$ cat src/rtl/treasure_reporter.sv
// treasure_reporter: votes per-frame codes into a stable code and ships each new one over a clocked serial link with ACK handshake.
// Ports: CLK/RESET (sync, active high); RESULT_IN+FRAME_DONE frame results; ACK async receiver acknowledge;
// TX_REQ/TX_CLK/TX_DATA serial link (MSB first, sampled on TX_CLK rise); STABLE_CODE voted code; BUSY not idle; ERR sticky ACK timeout.
// Build option: define REPORT_PARITY_EN to append an even-parity bit after the LSB.
module treasure_reporter #(
  parameter int CODE_W      = 3,
  parameter int VOTE_FRAMES = 4,
  parameter int BIT_CYCLES  = 50,
  parameter int ACK_TIMEOUT = 65535
) (
  input  logic              CLK,
  input  logic              RESET,
  input  logic [CODE_W-1:0] RESULT_IN,
  input  logic              FRAME_DONE,
  input  logic              ACK,
  output logic              TX_REQ,
  output logic              TX_CLK,
  output logic              TX_DATA,
  output logic [CODE_W-1:0] STABLE_CODE,
  output logic              BUSY,
  output logic              ERR
);
`ifdef REPORT_PARITY_EN
  localparam int NB = CODE_W + 1;
`else
  localparam int NB = CODE_W;
`endif
  localparam int PW = $clog2(BIT_CYCLES + 1);
  localparam int TW = $clog2(ACK_TIMEOUT + 1);
  localparam int BW = $clog2(NB + 1);
  localparam logic [PW-1:0] PH_LAST = PW'(BIT_CYCLES - 1);
  localparam logic [TW-1:0] TO_LAST = TW'(ACK_TIMEOUT - 1);
  localparam logic [3:0] VF = 4'(VOTE_FRAMES);
  localparam logic [BW-1:0] BIT_FIRST = BW'(NB - 1);

  typedef enum logic [2:0] {IDLE, SHIFT_HI, SHIFT_LO, WAIT_ACK, WAIT_REL} state_t;

  state_t            state;
  logic [CODE_W-1:0] cand;
  logic [3:0]        votes;
  logic              pending;
  logic [1:0]        ack_sync;
  logic [NB-1:0]     sr;
  logic [PW-1:0]     ph;
  logic [BW-1:0]     bit_left;
  logic [TW-1:0]     to;
  logic              new_stable;
  logic              start;
  logic [CODE_W-1:0] next_code;
  logic [NB-1:0]     word;

  assign new_stable = votes == VF && cand != STABLE_CODE;
  // a code that becomes stable in the same cycle as a start is sent directly
  assign next_code  = new_stable ? cand : STABLE_CODE;
  assign start      = state == IDLE && (pending || new_stable);
`ifdef REPORT_PARITY_EN
  assign word = {next_code, ^next_code};
`else
  assign word = next_code;
`endif
  assign BUSY = state != IDLE;

  always_ff @(posedge CLK) begin
    if (RESET) begin
      state       <= IDLE;
      cand        <= '0;
      votes       <= '0;
      pending     <= 1'b0;
      ack_sync    <= '0;
      sr          <= '0;
      ph          <= '0;
      bit_left    <= '0;
      to          <= '0;
      STABLE_CODE <= '0;
      TX_REQ      <= 1'b0;
      TX_CLK      <= 1'b0;
      TX_DATA     <= 1'b0;
      ERR         <= 1'b0;
    end else begin
      ack_sync <= {ack_sync[0], ACK};
      if (FRAME_DONE) begin
        cand  <= RESULT_IN;
        votes <= RESULT_IN != cand ? 4'd1 : votes == VF ? votes : votes + 4'd1;
      end
      if (new_stable) STABLE_CODE <= cand;
      pending <= start ? 1'b0 : pending | new_stable;
      case (state)
        IDLE: if (start) begin
          sr       <= word << 1;
          TX_DATA  <= word[NB-1];
          TX_REQ   <= 1'b1;
          TX_CLK   <= 1'b0;
          ph       <= '0;
          bit_left <= BIT_FIRST;
          state    <= SHIFT_LO;
        end
        SHIFT_LO: if (ph == PH_LAST) begin
          ph     <= '0;
          TX_CLK <= 1'b1;
          state  <= SHIFT_HI;
        end else ph <= ph + 1'b1;
        SHIFT_HI: if (ph == PH_LAST) begin
          ph     <= '0;
          TX_CLK <= 1'b0;
          if (bit_left == '0) begin
            TX_DATA <= 1'b0;
            to      <= '0;
            state   <= WAIT_ACK;
          end else begin
            TX_DATA  <= sr[NB-1];
            sr       <= sr << 1;
            bit_left <= bit_left - 1'b1;
            state    <= SHIFT_LO;
          end
        end else ph <= ph + 1'b1;
        WAIT_ACK: if (ack_sync[1]) begin
          TX_REQ <= 1'b0;
          state  <= WAIT_REL;
        end else if (to == TO_LAST) begin
          ERR    <= 1'b1;
          TX_REQ <= 1'b0;
          state  <= IDLE;
        end else to <= to + 1'b1;
        WAIT_REL: if (!ack_sync[1]) state <= IDLE;
        default: state <= IDLE;
      endcase
    end
  end
endmodule

$ cat config.mk
export PLATFORM = sky130hd
export DESIGN_NAME = treasure_reporter
export DESIGN_NICKNAME = d
export VERILOG_FILES = /design/src/rtl/treasure_reporter.sv
export SDC_FILE = /design/constraint.sdc
export NUM_CORES = 1
export LEC_CHECK = 0
export BUFFER_PORTS_ARGS = -buffer_cell sky130_fd_sc_hd__buf_2
export CORE_MARGIN = 4
export CORE_UTILIZATION = 40
export CTS_CLUSTER_SIZE = 30
export DETAILED_ROUTE_END_ITERATION = 8
export PLACE_DENSITY = 0.64
export SKIP_CTS_REPAIR_TIMING = 1
export SLEW_MARGIN = 20
export SYNTH_ARGS = -nofsm -noshare
export SYNTH_HDL_FRONTEND = slang
export SYNTH_SLANG_ARGS = --single-unit
$ cat constraint.sdc
create_clock -name CLK -period 2.3 [get_ports CLK]
set_input_delay 0.345 -clock CLK [delete_from_list [all_inputs] [get_ports CLK]]
set_output_delay 0.345 -clock CLK [all_outputs]
set_load 0.05 [all_outputs]
==> results.md <==
Floorplanning:
- The vertical extent of the die is 84.3 um.
- After floorplanning, the core was divided into 27 placement rows.
- 15 I/O pins were placed.
- The initial core utilization is 41.8%.
- The total die area is 0.00711 mm2.
- In this run the standard cell core region covers 0.00557 mm2.
- The die extent in x is 84.3 um.

Timing:
- Across the routed clock network, the largest skew measured is 0.00792 ns.
- The final critical path takes up 92.9% of the cycle.
- The setup-violating endpoint count in the final report is 0.
- Setup repair after global routing left no endpoint under its margin.
- For the pin with the worst max-slew slack, the measured transition is 0.726 ns.
- The maximum clock frequency is 468 MHz.
- The max-slew violation count is 0.
- The hold violation count in the final report came to 0.
- The shortest period the worst path allows is 2.14 ns.
- Adding up every negative setup slack in the final design gives 0 ns.
- In this run the tightest slew margin relative to its limit is 51.2%.

Clock tree:
- The clock network latency to the later pin of the worst-skew pair is 0.30 ns.
- The clock transition at the register clock pins on the worst setup and hold paths after CTS is 0.09 ns.
- The number of clock sinks is 46.
- In this run, CTS created clock tree buffers numbering 5.
- The cell sitting at the root of the clock tree is a sky130_fd_sc_hd__clkbuf_8.
- The clock tree buffer depth is 2.
- The H-tree was split into 2 levels.
- The TritonCTS clock tree is built.

Route:
- The total met2 wirelength after detailed routing is 2.15 mm.
- The number of detailed-route iterations in the first pass is 4.
- In the final routed layout, each cell accounts on average for 13.1 um.
- The overall routed net length is 4.80 mm.
- The routed length on met1 is 2.43 mm.
- Routed signal wires occupy layers up through met4.
- The DRC violations left is 0.
- The post-route antenna net violation count is 0.
- The amount of wire on met3 after detailed routing is 176 um.
- The via density per instance is 5.50.
- The total via count after detailed routing is 2,017.
- For this block, the initial DRC count from the detailed router was 97.

Synth:
- For this run, asynchronously set or reset flops after synthesis account for 0%.
- After synthesis the netlist holds a flip-flop and latch count of 46.
- The count of yosys warnings during synthesis is 0.
- The cell with the most instances after synthesis is sky130_fd_sc_hd__dfxtp_1.
- The register area share after synthesis is 39.5%.
- Of the post-synthesis cell area, the dominant cell type holds 39.5%.
- After synthesis, the cell types taking the most area are sky130_fd_sc_hd__dfxtp_1, sky130_fd_sc_hd__a21oi_1, sky130_fd_sc_hd__nor2_1.
- The post-synthesis instance total is 275.
- The netlist area before placement is 0.00233 mm2.
- The most used flip-flop cell after synthesis is sky130_fd_sc_hd__dfxtp_1.
- Sorting the synthesized cells by how often they occur yields sky130_fd_sc_hd__dfxtp_1, sky130_fd_sc_hd__a21oi_1, sky130_fd_sc_hd__nor2_1.
- Synthesis produced a netlist with a net count of 289.
- Synthesis instantiated 50 different standard cells from the library.
- The largest total area in the synthesized netlist belongs to sky130_fd_sc_hd__dfxtp_1.
- Each instance of the synthesized netlist takes up on average 8.47 um2.
- The synthesized design contains 0 enable-type register cells.

Placed design:
- The congestion estimate from routability-driven global placement came to 0.806.
- Including well taps, the total number of placed cells is 358.
- The detailed-placement wirelength estimate is 3.35 mm.
- The count of input and output buffers is 14.

Cells and area:
- The total area of sequential cells is 921 um2.
- The number of nets in the layout is 308.
- In the final layout, the multi-input gates occupy 0.00130 mm2.
- The growth of design area from synthesis to finish is 12.7%.
- The proportion of layout cells with a drive suffix above 1 is 14.9%.
- The count of inserted antenna diode cells is 0.
- The final-layout fill cell count is 553.
- The finished layout holds 367 standard cells, fillers aside.

Outcome:
- The flow ran to the end, and the final reports show no timing, DRC or antenna violations.

Job:
- The number of max-cap violations is 0.

Setup path:
- The worst setup path is launched from a flop.
- The arrival time of the worst setup path is 2.36 ns.
- The worst setup path is captured at a flop.
- The type of the worst setup path is reg -> reg.
- Along the worst path, the maximum fanout reaches 6.
- The required arrival time at the worst endpoint is 2.52 ns.

Pwr:
- For this design the ratio of total power to cell area is 539 mW/mm2.
- The largest vdd supply drop is 0.373 mV.
- In this run the static leakage power is 0.942 nW.

Global routing:
- Summed over all layers, the global routing overflow is 0.
- The initial antenna violation count is 0.
- The first global-routing pass estimated 8.00 mm of wire.
- The number of global-route vias before repair is 1,791.
- Entering global routing, the biggest net connects 24 pins.
- The global-route usage over all layers is 13.3%.

Worst hold path:
- The worst hold path belongs to the class in -> reg.
-- metrics by stage --
step	area (um2)	total power [mW]	util (%)	setup slack, ns	hold WS (ns)
floorplan	2330	0.866	-	0.198	0.414
global placement	2500	0.881	44.9	0.196	0.428
detailed placement	2500	0.883	44.9	0.148	0.426
CTS	2610	1.44	46.8	0.123	0.250
global route	2630	1.48	47.1	0.0257	0.253
finish	2630	1.42	47.1	0.163	0.252
-- power breakdown --
group / internal (mW) / leakage (nW) / switching, mW
combinational: 0.0219 / 0.516 / 0.0321
sequential: 0.802 / 0.372 / 0.00692
clock: 0.276 / 0.0544 / 0.277
total: 1.10 / 0.942 / 0.316
-- final timing paths --
check / depth (start not counted) / endpoint / from / slack (ns)
setup / recovery: 5 / to[11] / ph[3] / 0.16
hold / removal: 2 / ack_sync[0] / ACK / 0.25
setup reg to reg: 5 / to[11] / ph[3] / 0.16
hold reg to reg: 1 / ack_sync[1] / ack_sync[0] / 0.45
-- kinds of logic after synthesis --
kind of cell | Yosys count | share of synthesized area [%]
buf+inv | 30 | 5.48
compound gates | 74 | 20.3
flops | 46 | 39.5
simple gates | 100 | 23.7
mux | 8 | 3.44
xor+xnor | 10 | 3.76
fa+ha+maj | 7 | 3.76
-- critical path, stage by stage (launching register included) --
cell	delay, ns
sky130_fd_sc_hd__dfxtp_1	0.36
sky130_fd_sc_hd__and4bb_2	0.37
sky130_fd_sc_hd__a21oi_1	0.19
sky130_fd_sc_hd__or4b_4	0.59
sky130_fd_sc_hd__or4_1	0.41
sky130_fd_sc_hd__a21oi_1	0.15
-- layout by cell type, fill, tap and decap left out, drive strengths merged, types with 4 or more instances in the layout --
cell,synthesis,layout
clkbuf,9,7
or4,10,10
nand3b,4,4
and4,4,4
a21oi,30,30
nor2,26,26
dfxtp,46,46
nand2,17,17
a31oi,5,5
ha,7,7
mux2i,8,8
o31ai,10,10
nor3,7,7
inv,16,16
xnor2,10,10
o21ai,7,7
buf,5,25
nand3,9,9
nor2b,5,5
-- flip-flops by register name, summed over array words and instances, names as in the netlist, 2 cells and up --
name	flops
ph	6
ack_sync	2
state	3
STABLE_CODE	3
cand	3
votes	4
bit_left	2
sr	2
to	16
-- cell type report --
type | count | area share (%)
multi-input cells | 200 | 49.4
flip-flops and latches | 46 | 35.1
repair buffers | 25 | 5.82
clock buffers | 7 | 3.67
well taps | 72 | 3.43
inverters | 16 | 2.29
clock inverters | 1 | 0.334
-- metal layers --
metal  vias up  track usage, %
met3         6            3.24
met1       930            17.3
met2        40            21.7
met5         -               0
met4         0            3.80
li1       1041               -
No activity file was read; power rests on OpenSTA's default activity.
